**src/rtl/pipe_stage_reg.sv**
```systemverilog
// Valid/ready pipeline register with flush and a saturating stall counter.
// Define PIPE_STAGE_SKID_EN to add a one-entry skid buffer with a registered in_ready.
module pipe_stage_reg #(
  parameter int unsigned      WIDTH       = 91,
  parameter logic [WIDTH-1:0] FLUSH_VALUE = '0,
  parameter int unsigned      CNT_W       = 16
) (
  input  logic             clk,
  input  logic             reset,
  input  logic             in_valid,
  output logic             in_ready,
  input  logic [WIDTH-1:0] in_data,
  output logic             out_valid,
  input  logic             out_ready,
  output logic [WIDTH-1:0] out_data,
  input  logic             flush,
  input  logic             stall_clr,
  output logic [CNT_W-1:0] stall_cnt
);

  // Stall counter ignores flush except that a flushing cycle never counts.
  always_ff @(posedge clk) begin
    if (reset) begin
      stall_cnt <= '0;
    end else if (stall_clr) begin
      stall_cnt <= '0;
    end else if (out_valid && !out_ready && !flush && stall_cnt != '1) begin
      stall_cnt <= stall_cnt + CNT_W'(1);
    end
  end

`ifdef PIPE_STAGE_SKID_EN

  typedef enum logic [1:0] {
    EMPTY,
    MAIN,
    FULL
  } state_t;

  state_t           state;
  logic [WIDTH-1:0] skid_data;

  // in_ready is a register tracking "skid empty", so it never depends on out_ready.
  always_ff @(posedge clk) begin
    if (reset || flush) begin
      state     <= EMPTY;
      out_valid <= 1'b0;
      in_ready  <= 1'b1;
      out_data  <= FLUSH_VALUE;
    end else begin
      case (state)
        EMPTY: begin
          if (in_valid) begin
            out_data  <= in_data;
            out_valid <= 1'b1;
            state     <= MAIN;
          end
        end
        MAIN: begin
          if (out_ready) begin
            if (in_valid) begin
              out_data <= in_data;
            end else begin
              out_valid <= 1'b0;
              state     <= EMPTY;
            end
          end else if (in_valid) begin
            skid_data <= in_data;
            in_ready  <= 1'b0;
            state     <= FULL;
          end
        end
        FULL: begin
          if (out_ready) begin
            out_data <= skid_data;
            in_ready <= 1'b1;
            state    <= MAIN;
          end
        end
        default: begin
          state     <= EMPTY;
          out_valid <= 1'b0;
          in_ready  <= 1'b1;
        end
      endcase
    end
  end

`else

  assign in_ready = out_ready || !out_valid;

  always_ff @(posedge clk) begin
    if (reset || flush) begin
      out_valid <= 1'b0;
      out_data  <= FLUSH_VALUE;
    end else if (in_valid && in_ready) begin
      out_data  <= in_data;
      out_valid <= 1'b1;
    end else if (out_ready) begin
      out_valid <= 1'b0;
    end
  end

`endif

endmodule

```
**config.mk**
```make
export PLATFORM = sky130hd
export DESIGN_NAME = pipe_stage_reg
export DESIGN_NICKNAME = d
export VERILOG_FILES = /design/src/rtl/pipe_stage_reg.sv
export SDC_FILE = /design/constraint.sdc
export NUM_CORES = 1
export LEC_CHECK = 0
export BUFFER_PORTS_ARGS = -buffer_cell sky130_fd_sc_hd__buf_2
export CAP_MARGIN = 20
export CORE_ASPECT_RATIO = 1.5
export CORE_MARGIN = 1
export CORE_UTILIZATION = 35
export CTS_BUF_LIST = sky130_fd_sc_hd__clkbuf_4
export DETAILED_ROUTE_END_ITERATION = 10
export PLACE_DENSITY_LB_ADDON = 0.12
export SETUP_SLACK_MARGIN = 0.1
export SYNTH_ARGS = -nofsm -noshare
export SYNTH_HDL_FRONTEND = slang
export SYNTH_SLANG_ARGS = --single-unit
```
**constraint.sdc**
```tcl
create_clock -name clk -period 1.68 [get_ports clk]
set_input_delay 0 -clock clk [delete_from_list [all_inputs] [get_ports clk]]
set_output_delay 0 -clock clk [all_outputs]
set_load 0.01 [all_outputs]
```
==> flow_summary.toml, run 1 <==
[global_routing]
first_global_vias = 4592
grt_pass1_wl_mm = 20.6
grt_max_degree = 93
antenna_found_initial = 1
grt_usage_pct = 22.2
grt_overflow = 0

[floorplan]
dieArea_sq_um = 12000
ios = 206
die_w_microns = 89.7
die_height_microns = 133
initial_core_util_pct = 36.3
core_area_sq_um = 11100
row_count = 47

[routing]
vias = 4618
final_antenna_net_count = 0
wire_per_inst_microns = 14.2
drt-initial-drc-count = 151
viasPerCell = 4.78
drc_errors = 0
drt-pass1-iter-count = 4
drt_wl_total_mm = 13.7

[power_and_ir_drop]
internal_power_uw = 3310
leakagePower_uw = 0.00303
power.total_uw = 4500
p_clk_share_pct = 25.6
p_seq_share_pct = 59.0
vdd_ir_drop_max_mv = 0.439
power.switching_uw = 1190
swShare_pct = 26.4
power.density_nw_per_um2 = 680
combPwrFrac_pct = 15.4

[synthesis]
syn-cell-area_sq_um = 4030
synthTopCellsByArea = "dfxtp_1 54%, nand2_1 18%, a21oi_1 12%"
yosys_warnings = 0
syn-num-nets = 603
synth_area_leader_cell = "dfxtp_1"
synth-edff-count = 0
syn_inst = 505
ys.flop_type = "dfxtp_1"
ys_seq_area_share_pct = 53.6
synth_top_area_share_pct = 53.6
synth_cell_type_count = 35
syn_area_per_cell_sq_um = 7.99
async_reset_ff_share_pct = 0
synth_common_cells = "192 x nand2_1, 108 x dfxtp_1, 98 x a21oi_1, 31 x clkbuf_1, 8 x nand3_1"
yosys_register_bits = 108
synth_most_common_cell = "nand2_1"

[sta]
slew_headroom_pct = 75.5
post-route-period-util_pct = 96.3
fmax_mhz = 618
hold_viol_final = 0
setup_viol = 0
worst_slew_pin_slew_ps = 367
fin_crit_ps = 1620
layout_setup_ws_ps = 61.3
fin_setup_tns_ps = 0
rsz0062_at_grt = "true"
skew_ps = 10.6
drv_slew = 0

[critical_path]
critPathSlowestCell = "dfxtp_2"
crit_path_start_kind = "flop"
crit_type = "reg2reg"
cp.required_ps = 2070
path_max_fanout = 5
cp.arrival_ps = 2000
cp_cell_sequence = "and4_4 -> nand4_1 -> buf_4 -> or3_4 -> a21oi_2"
r2r_slack_ps = 60
max_stage_delay_ps = 390
cp-end-kind = "flop"

[cts]
htreeDepth = 3
cts-root-buf = "clkbuf_4"
cts_tree = "built"
cts_buffers = 9
cts.reportedPaths.clkPinSlew_ps = 150
clock-sinks = 108
clk_latency_ps = 440
clk_path_buf_depth = 2

[status]
status = "finished, final reports clean"

[layout]
areaGrowthSynthToFinish_pct = 64.0
layout.nets = 913
drive_gt1_share_pct = 35.9

[placed_design]
dp_slack_ps = 38.4
hpwl_mm = 8.45
gp_congestion = 0.809
port_buffers = 205

[worst_hold_path]
hold_class = "in2reg"

[run]
maxCapViolations = 0
-- critical path: cells and delay by family, from the launching register on --
family | cells | cell delay, ps
buf+inv | 1 | 230
compound gates | 1 | 110
flops | 1 | 390
simple gates | 3 | 830
-- per-layer routing --
metal	GRT usage [%]	vias to the layer above	part of all wire [%]
li1	-	2308	-
met1	22.8	2109	38
met2	39.7	161	52
met3	4.96	40	5.5
met4	12.7	0	4.3
met5	0	-	0
-- layout by cell type (no fill, tap or decap), types with 5 or more instances in the layout --
master           n
dfxtp_2          5
buf_4           28
clkbuf_4        11
buf_2          205
nand3_1          7
nand2_1        191
dfxtp_1         95
a21oi_1         94
o31ai_1          5
o21ai_0          5
dlygate4sd3_1   95
a31oi_1          5
dfxtp_4          8
-- layout make-up --
cell class	instances	area, sq um
fill	1005	4500
sequential	108	2200
multi-input combinational	360	1830
antenna	1	2.50
clock inverter	4	26.3
inverter	4	15.0
timing repair buffer	332	2280
clock buffer	11	82.6
tap	147	184
-- kinds of logic after synthesis --
| kind of cell | Yosys count | synth area share (%) |
|---|---|---|
| flip-flops | 108 | 53.6 |
| adder cells (fa/ha/maj) | 1 | 0.310 |
| buffers and inverters | 37 | 3.66 |
| AO/OA/AOI/OAI | 121 | 16.1 |
| AND/OR/NAND/NOR | 238 | 26.3 |
-- state kept, by name (all words and copies together) (netlist names) --
name,flops
stall_cnt,16
out_data,91
out_valid,1
-- what timing repair did --
item	4_1_cts	5_1_grt
hold endpoints to repair	99	0
resized for setup	12	18
hold buffers	95	0
pin swaps	6	13
buffers inserted	6	10
cloned	0	1
setup endpoints to repair	8	12
-- final timing paths --
| path | start | endpoint | cells past startpoint |
|---|---|---|---|
| setup / recovery | stall_cnt[5] | stall_cnt[11] | 5 |
| setup reg to reg | stall_cnt[5] | stall_cnt[11] | 5 |
| hold reg to reg | out_data[75] | out_data[75] | 2 |
| hold / removal | out_ready | stall_cnt[10] | 6 |
-- metrics by stage --
stage                     std cells  util, %  area [sq um]  hold WS (ps)
after floorplan                 505        -          4070           129
after global placement          839     47.7          5310           239
after detailed placement        839     47.7          5310           246
after CTS                       955     57.9          6430           102
after global routing            967     59.5          6620           133
final                           967     59.5          6620           144
-- power by group through the flow --
stage	registers [uW]	logic (uW)	clock network, uW
after floorplan	2750	206	0
after global placement	2710	492	0
after detailed placement	2720	498	0
after CTS	2660	675	1220
after global routing	2670	755	1290
final	2650	694	1150
Power figures use the tool's default switching activity.
==> inputs of run 2 (changes only) <==
Settings changed: MAX_ROUTING_LAYER from default to met4.
==> run 2 against run 1 <==
  * Power hardly changed
  * Die area did not move
  * Routed wire length decreased by 0.29%
  * Largest power group unchanged
  * Largest cell class unchanged
  * Clock power barely moved
==> flow_summary.toml, run 2 (synthesized netlist as in run 1, its figures left out) <==
[placed_design]
placed_area_sq_um = 5310
gp_congestion = 0.821
port_buffers = 205
hpwl_mm = 8.45

[cts]
cts_buffers = 9
clk_path_buf_depth = 2
clock-sinks = 108
htreeDepth = 3
cts_tree = "built"
clk_latency_ps = 450
cts.reportedPaths.clkPinSlew_ps = 150
cts-root-buf = "clkbuf_4"

[status]
status = "finished, final reports clean"

[layout]
regMostFlops = "out_data"
drive_gt1_share_pct = 36.1
num-fill-cells = 1008
final_common_cell = "buf_2"
multi_input_area_sq_um = 1830
stdcell_area_sq_um = 6620
areaGrowthSynthToFinish_pct = 64.2
largest_register_ffs = 91
layout.nets = 913
largestRegisters = "out_data x91, stall_cnt x16, out_valid x1"
seqCellArea_sq_um = 2200
final_cell_mix = "205 x buf_2, 190 x nand2_1, 95 x dlygate4sd3_1, 95 x dfxtp_1, 94 x a21oi_1"

[routing]
drc_errors = 0
viasPerCell = 4.80
wire_per_inst_microns = 14.1
vias = 4638
drt-pass1-iter-count = 6
final_antenna_net_count = 0
drt-initial-drc-count = 152
drt_wl_total_mm = 13.7

[critical_path]
cp.arrival_ps = 2020
crit_path_start_kind = "flop"
path_max_fanout = 4
cp-end-kind = "flop"
cp.required_ps = 2070
crit_type = "reg2reg"

[sta]
fmax_mhz = 613
fin_crit_ps = 1630
rsz0062_at_grt = "true"
drv_slew = 0
setup_viol = 0
skew_ps = 10.1
slew_headroom_pct = 74.6
fin_setup_tns_ps = 0
worst_slew_pin_slew_ps = 380
post-route-period-util_pct = 97.0
hold_viol_final = 0

[global_routing]
grt_usage_pct = 22.8
grt_max_degree = 93
grt_pass1_wl_mm = 20.6
antenna_found_initial = 1
grt_overflow = 0
first_global_vias = 4597

[floorplan]
die_w_microns = 89.7
dieArea_sq_um = 12000
initial_core_util_pct = 36.3
row_count = 47
ios = 206
die_height_microns = 133
core_area_sq_um = 11100

[run]
maxCapViolations = 0

[power_and_ir_drop]
power.density_nw_per_um2 = 680
leakagePower_uw = 0.00303
vdd_ir_drop_max_mv = 0.393

[worst_hold_path]
hold_class = "in2reg"
## run 2: cell counts in the layout (fill, tap and decap cells not counted)
Identical to the previous run, type by type.
## run 2: per-stage QoR
step / instances / hold slack (ps) / setup WS (ps) / power (uW) / util [%]
6_report: 967 / 144 / 49.9 / 4500 / 59.6
5_1_grt: 967 / 133 / 13.8 / 4720 / 59.6
4_1_cts: 955 / 102 / 95.9 / 4550 / 57.9
3_5_place_dp: 839 / 246 / 38.4 / 3220 / 47.7
3_3_place_gp: 839 / 239 / 85.5 / 3210 / 47.7
2_1_floorplan: 505 / 129 / 100 / 2960 / -
## run 2: where the power goes
part / total, uW / switching, uW / internal, uW
clock: 1150 / 821 / 332
combinational: 695 / 336 / 359
sequential: 2650 / 33.5 / 2620
## run 2: path summary, 6_finish.rpt
kind | start | endpoint | slack, ps | cells past startpoint
setup / recovery | out_valid | stall_cnt[11] | 50 | 5
setup reg to reg | out_valid | stall_cnt[11] | 50 | 5
hold reg to reg | out_data[75] | out_data[75] | 460 | 2
hold / removal | out_ready | stall_cnt[10] | 140 | 6
## run 2: area by class of cell
type	count	share of cell area [%]
antenna	1	0.0378
tap	147	2.78
clock inverter	4	0.397
clock buffer	11	1.25
timing repair buffer	332	34.4
sequential	108	33.2
multi-input combinational	360	27.7
inverter	4	0.227
## run 2: critical path, stage by stage, from the launching register on
cell,delay [ps]
dfxtp_2,380
nor3b_4,230
nand4_1,280
buf_4,250
or3_4,330
a21oi_2,110
## run 2: per-layer routing
layer | part of all wire (%) | vias up | GRT usage (%) | routed length [microns]
met5 | 0 | - | - | 0
met2 | 52 | 151 | 39.8 | 7160
met4 | 4.5 | 0 | 12.7 | 609
li1 | - | 2309 | - | -
met3 | 4.4 | 41 | 3.59 | 600
met1 | 39 | 2137 | 23.6 | 5280
## run 2: what timing repair did
item                                   in CTS  in global routing
buffers inserted                            6                 10
hold buffers                               95                  0
setup endpoints to repair                   8                 12
pin swaps                                   6                 14
gates cloned                                0                  1
endpoints found under the hold margin      99                  0
gates resized for setup                    12                 20
==> inputs of run 3 (changes only) <==
Settings changed: CORE_MARGIN 1 to 4, SKIP_CTS_REPAIR_TIMING from default to 1.
==> run 3 against run 2 <==
  * Fmax rose by 3.0%
  * First-iteration DRC count up 8.6%
  * Flip-flop and latch count stayed put
  * Combinational power decreased by 3%
  * Clock skew up 2.9 ps
==> flow_summary.toml, run 3 (synthesized netlist as in run 1, its figures left out) <==
[global_routing]
first_global_vias = 3972
grtUsageMet3_pct = 4.70
top_usage_layer = "met2"
met2_usage_pct = 31.0
use_met1_pct = 21.4
antenna_found_initial = 1
grt_overflow = 0
grt_pass1_wl_mm = 19.3
grt_max_degree = 93
grt_usage_pct = 18.9

[power_and_ir_drop]
power.density_nw_per_um2 = 687
leakagePower_uw = 0.00295
p_clk_share_pct = 24.9
vdd_ir_drop_max_mv = 0.488
power.switching_uw = 1180
p_seq_share_pct = 59.8
internal_power_uw = 3260
combPwrFrac_pct = 15.2
swShare_pct = 26.7

[routing]
drc_errors = 0
wire_per_inst_microns = 14.5
drt-pass1-iter-count = 4
drt-initial-drc-count = 165
final_antenna_net_count = 0
viasPerCell = 4.76
drt_wl_total_mm = 13.9
vias = 4545

[run]
maxCapViolations = 0

[floorplan]
ios = 206
core_area_sq_um = 11200
die_height_microns = 139
row_count = 47
dieArea_sq_um = 13300
initial_core_util_pct = 36.1
die_w_microns = 95.7

[layout]
areaGrowthSynthToFinish_pct = 60.3
final_cell_mix = "205 x buf_2, 190 x nand2_1, 95 x a21oi_1, 95 x dlygate4sd3_1, 95 x dfxtp_1"
final_common_cell = "buf_2"
regMostFlops = "out_data"
post-route-util_pct = 57.9
layout.nets = 902
largest_register_ffs = 91
drive_gt1_share_pct = 34.3
num-fill-cells = 1046
largestRegisters = "out_data x91, stall_cnt x16, out_valid x1"

[cts]
cts.reportedPaths.clkPinSlew_ps = 150
clk_path_buf_depth = 2
cts_tree = "built"
clk_latency_ps = 440
htreeDepth = 3
clock-sinks = 108
cts_buffers = 9
cts-root-buf = "clkbuf_4"

[worst_hold_path]
hold_class = "in2reg"

[placed_design]
dp_slack_ps = 10.1
port_buffers = 205
gp_congestion = 0.876
hpwl_mm = 9.11

[critical_path]
crit_type = "reg2reg"
crit_path_start_kind = "flop"
cp-end-kind = "flop"
cp.arrival_ps = 1960
cp.required_ps = 2060
path_max_fanout = 7

[sta]
worst_slew_pin_slew_ps = 442
setup_viol = 0
post-route-period-util_pct = 94.2
drv_slew = 0
skew_ps = 13.0
fin_crit_ps = 1580
layout_setup_ws_ps = 98.1
fmax_mhz = 632
rsz0062_at_grt = "true"
fin_setup_tns_ps = 0
hold_viol_final = 0
slew_headroom_pct = 70.6

[status]
status = "finished, final reports clean"
[run 3: worst max-delay path, cell delays in order (launching register included)]
cell and delay, ps:
dfxtp_4 400, ha_4 170, nand3_4 100, nor4_4 50
buf_4 160, or4_4 510, a21oi_2 140
[run 3: path summary, 6_finish.rpt]
check / slack (ps) / start / cells past startpoint / end
setup / recovery: 100 / stall_cnt[0] / 6 / stall_cnt[10]
hold / removal: 20 / reset / 3 / stall_cnt[14]
setup reg to reg: 100 / stall_cnt[0] / 6 / stall_cnt[10]
hold reg to reg: 460 / out_data[67] / 2 / out_data[67]
[run 3: area by class of cell]
| cell class | count | area (sq um) | area share [%] |
|---|---|---|---|
| well taps | 147 | 184 | 2.84 |
| repair buffers | 321 | 2180 | 33.7 |
| flip-flops and latches | 108 | 2190 | 33.9 |
| multi-input cells | 360 | 1800 | 27.8 |
| clock inverters | 5 | 30.0 | 0.464 |
| diodes | 1 | 2.50 | 0.0387 |
| clock buffers | 9 | 67.6 | 1.05 |
| inverters | 4 | 15.0 | 0.232 |
[run 3: power groups by stage]
stage / Sequential (uW) / Clock [uW] / Combinational (uW)
detailed placement: 2720 / 0 / 499
global placement: 2720 / 0 / 490
CTS: 2670 / 1170 / 500
floorplan: 2750 / 0 / 206
global route: 2670 / 1250 / 746
finish: 2660 / 1110 / 677
[run 3: stage by stage]
| stage | instances | cell area, sq um | total power (uW) | hold WS, ps |
|---|---|---|---|---|
| 4_1_cts | 857 | 5430 | 4330 | -276 |
| 5_1_grt | 955 | 6460 | 4660 | 5.15 |
| 6_report | 955 | 6460 | 4440 | 21.7 |
| 3_5_place_dp | 843 | 5340 | 3220 | 246 |
| 2_1_floorplan | 505 | 4070 | 2960 | 129 |
| 3_3_place_gp | 843 | 5340 | 3210 | 239 |
[run 3: routing by layer]
metal,share of wire [%],routed length [microns],up-vias
met4,2.9,407,0
met1,39,5410,2076
met3,5.2,726,31
li1,-,-,2289
met2,53,7320,149
met5,0,0,-
